<file path="config.mk">
export PLATFORM = sky130hd
export DESIGN_NAME = mac_array
export DESIGN_NICKNAME = d
export VERILOG_FILES = /design/src/rtl/npu_pkg.sv /design/src/rtl/mac_lane.sv /design/src/rtl/mac_array.sv
export SDC_FILE = /design/constraint.sdc
export NUM_CORES = 2
export LEC_CHECK = 0
export CAP_MARGIN = 20
export CORE_MARGIN = 1.5
export CORE_UTILIZATION = 55
export CTS_CLUSTER_SIZE = 40
export DETAILED_ROUTE_END_ITERATION = 8
export PLACE_DENSITY_LB_ADDON = 0.08
export SYNTH_ARGS = -nofsm -noshare
export SYNTH_HDL_FRONTEND = slang
export SYNTH_SLANG_ARGS = --single-unit
export TNS_END_PERCENT = 1
</file>
<file path="constraint.sdc">
create_clock -name CLKEXT -period 5.19 [get_ports CLKEXT]
set_clock_uncertainty 0.1 [all_clocks]
set_input_delay 0.519 -clock CLKEXT [delete_from_list [all_inputs] [get_ports CLKEXT]]
set_output_delay 0.519 -clock CLKEXT [all_outputs]
set_load 0.05 [all_outputs]
</file>
<file path="src/rtl/npu_pkg.sv">
// Shared NPU definitions: MAC array FSM states, default datapath widths and
// output saturation limits.
package npu_pkg;

  typedef enum logic [1:0] {
    ST_IDLE  = 2'd0,
    ST_ACCUM = 2'd1,
    ST_OUT   = 2'd2
  } mac_state_t;

  localparam int DEF_DW    = 8;
  localparam int DEF_OW    = 16;
  localparam int DEF_ACC_W = 24;

  localparam int DEF_SAT_MAX = (1 << (DEF_OW - 1)) - 1;
  localparam int DEF_SAT_MIN = -(1 << (DEF_OW - 1));

  // Saturation limits for an arbitrary signed output width.
  function automatic longint sat_max(input int ow);
    return (64'sd1 <<< (ow - 1)) - 64'sd1;
  endfunction

  function automatic longint sat_min(input int ow);
    return -(64'sd1 <<< (ow - 1));
  endfunction

endpackage

</file>
<file path="src/rtl/mac_lane.sv">
// One MAC lane: signed multiply, wrapping accumulate, saturate on capture.
// Optional build macro MAC_ARRAY_RELU_EN clamps negative results to zero.
module mac_lane
  import npu_pkg::*;
#(
  parameter int DW    = DEF_DW,
  parameter int OW    = DEF_OW,
  parameter int ACC_W = DEF_ACC_W
) (
  input  logic                 clk,
  input  logic                 rst,
  input  logic                 load,
  input  logic                 acc_en,
  input  logic                 capture,
  input  logic signed [OW-1:0] bias,
  input  logic signed [DW-1:0] a,
  input  logic signed [DW-1:0] b,
  output logic signed [OW-1:0] result
);

  localparam logic signed [ACC_W-1:0] SAT_HI = ACC_W'(sat_max(OW));
  localparam logic signed [ACC_W-1:0] SAT_LO = ACC_W'(sat_min(OW));

  logic signed [2*DW-1:0]  prod;
  logic signed [ACC_W-1:0] prod_ext;
  logic signed [ACC_W-1:0] bias_ext;
  logic signed [ACC_W-1:0] acc;
  logic signed [ACC_W-1:0] acc_next;
  logic signed [OW-1:0]    sat_val;
  logic signed [OW-1:0]    lane_val;

  assign prod     = a * b;
  assign prod_ext = {{(ACC_W - 2*DW){prod[2*DW-1]}}, prod};
  assign bias_ext = ACC_W'($signed(bias));

  // The captured result is taken from the value being written this cycle, so a
  // zero-length job (bias only) and the final beat both land without delay.
  always_comb begin
    acc_next = acc;
    if (load)
      acc_next = bias_ext;
    else if (acc_en)
      acc_next = acc + prod_ext;
  end

  always_comb begin
    sat_val = acc_next[OW-1:0];
    if (acc_next > SAT_HI)
      sat_val = SAT_HI[OW-1:0];
    else if (acc_next < SAT_LO)
      sat_val = SAT_LO[OW-1:0];
  end

`ifdef MAC_ARRAY_RELU_EN
  assign lane_val = sat_val[OW-1] ? '0 : sat_val;
`else
  assign lane_val = sat_val;
`endif

  always_ff @(posedge clk or posedge rst) begin
    if (rst) begin
      acc    <= '0;
      result <= '0;
    end else begin
      acc <= acc_next;
      if (capture)
        result <= lane_val;
    end
  end

endmodule

</file>
<file path="src/rtl/mac_array.sv">
// Multi-lane signed dot-product engine with a job FSM and valid/ready handshakes.
// Build macro MAC_ARRAY_RELU_EN enables ReLU on every lane result.
module mac_array
  import npu_pkg::*;
#(
  parameter int LANES = 4,
  parameter int DW    = DEF_DW,
  parameter int OW    = DEF_OW,
  parameter int ACC_W = DEF_ACC_W,
  parameter int LEN_W = 10
) (
  input  logic                  CLKEXT,
  input  logic                  RST_MAC,
  input  logic                  start,
  input  logic [LEN_W-1:0]      len,
  input  logic [LANES*OW-1:0]   BIAS_IN,
  input  logic                  in_valid,
  output logic                  in_ready,
  input  logic [LANES*DW-1:0]   a,
  input  logic [LANES*DW-1:0]   b,
  output logic                  out_valid,
  input  logic                  out_ready,
  output logic [LANES*OW-1:0]   result,
  output logic                  busy
);

  mac_state_t       state;
  logic [LEN_W-1:0] cnt;
  logic             take_start;
  logic             xfer;
  logic             final_beat;
  logic             capture;

  // in_ready is registered and high exactly while in ACCUM.
  assign take_start = (state == ST_IDLE) && start;
  assign xfer       = in_ready && in_valid;
  assign final_beat = xfer && (cnt == LEN_W'(1));
  assign capture    = (take_start && (len == '0)) || final_beat;

  for (genvar i = 0; i < LANES; i++) begin : g_lane
    mac_lane #(
      .DW   (DW),
      .OW   (OW),
      .ACC_W(ACC_W)
    ) u_lane (
      .clk    (CLKEXT),
      .rst    (RST_MAC),
      .load   (take_start),
      .acc_en (xfer),
      .capture(capture),
      .bias   (BIAS_IN[i*OW +: OW]),
      .a      (a[i*DW +: DW]),
      .b      (b[i*DW +: DW]),
      .result (result[i*OW +: OW])
    );
  end

  always_ff @(posedge CLKEXT or posedge RST_MAC) begin
    if (RST_MAC) begin
      state     <= ST_IDLE;
      cnt       <= '0;
      in_ready  <= 1'b0;
      out_valid <= 1'b0;
      busy      <= 1'b0;
    end else begin
      case (state)
        ST_IDLE: begin
          if (start) begin
            cnt  <= len;
            busy <= 1'b1;
            if (len == '0) begin
              state     <= ST_OUT;
              out_valid <= 1'b1;
            end else begin
              state    <= ST_ACCUM;
              in_ready <= 1'b1;
            end
          end
        end
        ST_ACCUM: begin
          if (in_valid) begin
            cnt <= cnt - LEN_W'(1);
            if (cnt == LEN_W'(1)) begin
              state     <= ST_OUT;
              in_ready  <= 1'b0;
              out_valid <= 1'b1;
            end
          end
        end
        ST_OUT: begin
          if (out_ready) begin
            state     <= ST_IDLE;
            out_valid <= 1'b0;
            busy      <= 1'b0;
          end
        end
        default: begin
          state     <= ST_IDLE;
          in_ready  <= 1'b0;
          out_valid <= 1'b0;
          busy      <= 1'b0;
        end
      endcase
    end
  end

endmodule

</file>
==> flow_summary.toml <==
[outcome]
status = "finished with violations"
violations = "setup timing"

[global_routing]
grt_max_degree = 110
overflow = 0
antenna_found_initial = 2
grt_pass1_wl_mm = 119
grt_pass1_vias = 23200
grt_util_all_layers = 0.318

[worst_hold_path]
worst_hold_path_type = "reg -> reg"
min_path_cells = 2

[clocking]
cts_buffers = 17
cts_tree = "yes"
worstSkewPairLatency_ps = 480
cts_num_sinks = 175
cts.clk_slew.worst_paths_ps = 70
cts-root-buf = "clkbuf_16"
clk_path_buf_depth = 2
htree_num_levels = 4
cts_hold_buf = 0

[sta]
fmax_ghz = 0.169
hold_viol = 0
setup_ws_ps = -724
max-slew-margin-rel = 0.438
rsz0062_at_grt = "true"
final_max_slew_viol_count = 0
worst_pin_slew_ps = 843
period_share = 1.14
final.min_clock_period_ps = 5910
setup_viol = 67

[critical_path]
cp-start-kind = "input pin"
crit_cells = 20
worstSetupPathType = "in -> reg"
endpoint_kind = "flip-flop"
path_max_fanout = 7
ff2ff_path_depth = 17
critPathRequiredTime_ps = 5450
critPathMostFrequentCell = "fa_1"
cp_data_arrival_time_ps = 6170
critPathSlowestCell = "fa_1"
path_buf_inv = 3
crit_chain = "buf_2 -> and2_4 -> buf_4 -> fa_1 -> fa_1 -> fa_1 -> fa_1 -> ha_4 -> ha_4 -> a211o_1 -> a221o_1 -> a211oi_4 -> a22oi_2 -> xor2_1 -> o22ai_2 -> a41oi_2 -> o41a_4 -> buf_12 -> nor2_4 -> o21ai_1"
cpPeakStageDelay_ps = 610
critPathTopFamily = "adder cells"

[synth]
synthDominantCellAreaShare = 0.331
synth_edf_count = 0
synth_flop_cell = "dfrtp_1"
syn_inst = 2698
synth_nets = 3475
synth_area_leader_cell = "fa_1"
syn-cell-area_um2 = 25200
async_flop_share = 1.00
yosysWarnings = 0
avgSynthCellArea_um2 = 9.33
synth_cell_types = 89
ys_seq_area_frac = 0.174
synth_area_leaders = "fa_1 (33%), dfrtp_1 (17%), ha_1 (11%)"
ys_ff_latch = 175

[drt]
vias = 21700
vias_per_cell = 5.52
first_pass_iters = 5
drc = 0
routed_wl_mm = 73.4
drtAntennaViolNets = 0
post_drt_wl_per_cell_um = 18.7
drt_iter0_drc = 1285

[final_layout]
final_core_util = 0.744
fin_cells = 3932
area_delta_synth_final_pct = 33.9
final_cell_area_um2 = 33700
drive_gt1_frac = 0.260
fin_nets = 4094

[die]
die_h_um = 217
die_w_um = 217
coreArea_um2 = 45300
ioPinCount = 210
start_util = 0.556
die_area_um2 = 47000
rows = 78

[place]
dp_cells = 3829
portBuffers = 209
place_congestion = 0.904
place_hpwl_mm = 57.1
place_area_um2 = 31000
dpl_worst_slack_ps = -1760

[flow_run]
maxCapViolCount = 0
cell usage after synthesis (all sizes together) (6+ instances only):
cell type	number
o21a	16
or3	14
o22ai	6
nor2b	12
o21ai	108
nor3b	6
nor4	7
nand2	297
nand4	8
xnor2	46
xor2	21
and3	16
nand3	31
a31oi	47
dfrtp	175
a21oi	151
nand2b	23
a21o	31
inv	435
o31ai	23
o211ai	12
clkbuf	46
nor2	198
nor3	30
a211oi	16
mux2i	8
ha	218
o21bai	14
buf	31
fa	416
and2	139
layer usage:
layer / vias up / wire (um) / share of wire / track usage
met4: 0 / 2130 / 0.029 / 0.109
li1: 9994 / - / - / -
met5: - / 0 / 0 / 0
met2: 692 / 36700 / 0.50 / 0.535
met3: 138 / 3940 / 0.054 / 0.0450
met1: 10900 / 30600 / 0.42 / 0.424
worst min-delay path, delay by kind of cell, from the launching register on:
family,cells,cell delay (ps)
DFF,1,350
AOI/OAI and AO/OA,1,60
and+or+nand+nor,1,50
per-stage QoR:
step	hold WS, ps	setup TNS, ps
after floorplan	362	-77570
after global placement	372	-134870
after detailed placement	375	-144360
after CTS	391	-39240
after global routing	421	-47900
final	387	-35870
path summary, 6_finish.rpt:
path                                            start                          to  slack [ps]
setup / recovery                                 a[7]  g_lane[0].u_lane.result[9]        -720
hold / removal             g_lane[0].u_lane.result[8]  g_lane[0].u_lane.result[8]         390
setup reg to reg             g_lane[0].u_lane.acc[10]  g_lane[0].u_lane.result[9]        -670
hold reg to reg            g_lane[0].u_lane.result[8]  g_lane[0].u_lane.result[8]         390
max in group asynchronous                     RST_MAC     g_lane[3].u_lane.acc[9]        3380
min in group asynchronous                     RST_MAC     g_lane[0].u_lane.acc[8]         500
timing repair:
action                     in CTS  in global routing
pin swaps                     119                140
cloned                          5                  0
setup buffers                  38                 28
resized for setup             327                219
setup endpoints to repair     114                 98
cells in the final DEF (no fill, tap or decap), types with 13 or more instances in the layout:
cell / Yosys / layout
and2_1: 139 / 123
clkbuf_2: 0 / 20
and3_1: 16 / 14
nor3_1: 28 / 22
fa_1: 416 / 396
clkdlybuf4s15_2: 0 / 15
nand3_1: 30 / 28
inv_2: 1 / 16
nor2_1: 198 / 175
ha_4: 0 / 48
inv_1: 434 / 414
and2_4: 0 / 15
a31oi_1: 47 / 44
ha_1: 218 / 166
fa_2: 0 / 20
o21a_1: 16 / 16
buf_6: 3 / 22
clkbuf_16: 0 / 18
dfrtp_1: 175 / 175
o31ai_1: 23 / 14
a21o_1: 31 / 31
xor2_1: 21 / 20
a21oi_1: 140 / 108
buf_4: 2 / 428
a21oi_2: 11 / 42
buf_12: 0 / 16
nor2_4: 0 / 13
o21ai_2: 2 / 18
o21ai_0: 80 / 63
xnor2_1: 46 / 46
o21ai_1: 26 / 26
nand2_1: 296 / 286
clkdlybuf4s50_1: 0 / 145
nand2b_1: 22 / 16
buf_2: 16 / 15
registers in the layout, indices dropped and copies added, names as in the netlist:
| register | cells |
|---|---|
| busy | 1 |
| cnt | 10 |
| g_lane.u_lane.acc | 96 |
| g_lane.u_lane.result | 64 |
| in_ready | 1 |
| out_valid | 1 |
| state | 2 |
kinds of logic (layout without fill, tap and decap cells):
| family | count (synthesis) | after routing | synth area share |
|---|---|---|---|
| DFF | 175 | 175 | 0.174 |
| AOI/OAI and AO/OA | 491 | 491 | 0.128 |
| adders and majority gates | 634 | 634 | 0.439 |
| muxes | 9 | 9 | 0.00363 |
| other | 0 | 2 | 0 |
| buffers and inverters | 516 | 1147 | 0.0790 |
| and+or+nand+nor | 806 | 807 | 0.153 |
| xor gates and xnor gates | 67 | 67 | 0.0233 |
cell type report:
| class | instances | area [um2] |
|---|---|---|
| fillers | 3299 | 11600 |
| inverters | 439 | 1670 |
| diodes | 2 | 5.00 |
| multi-input cells | 2008 | 20500 |
| repair buffers | 676 | 5790 |
| clock inverters | 15 | 196 |
| clock buffers | 17 | 425 |
| well taps | 600 | 751 |
| flip-flops and latches | 175 | 4380 |
Power is not shown: default switching activity piles up to over one toggle a cycle in this logic, so the estimate is an artifact.
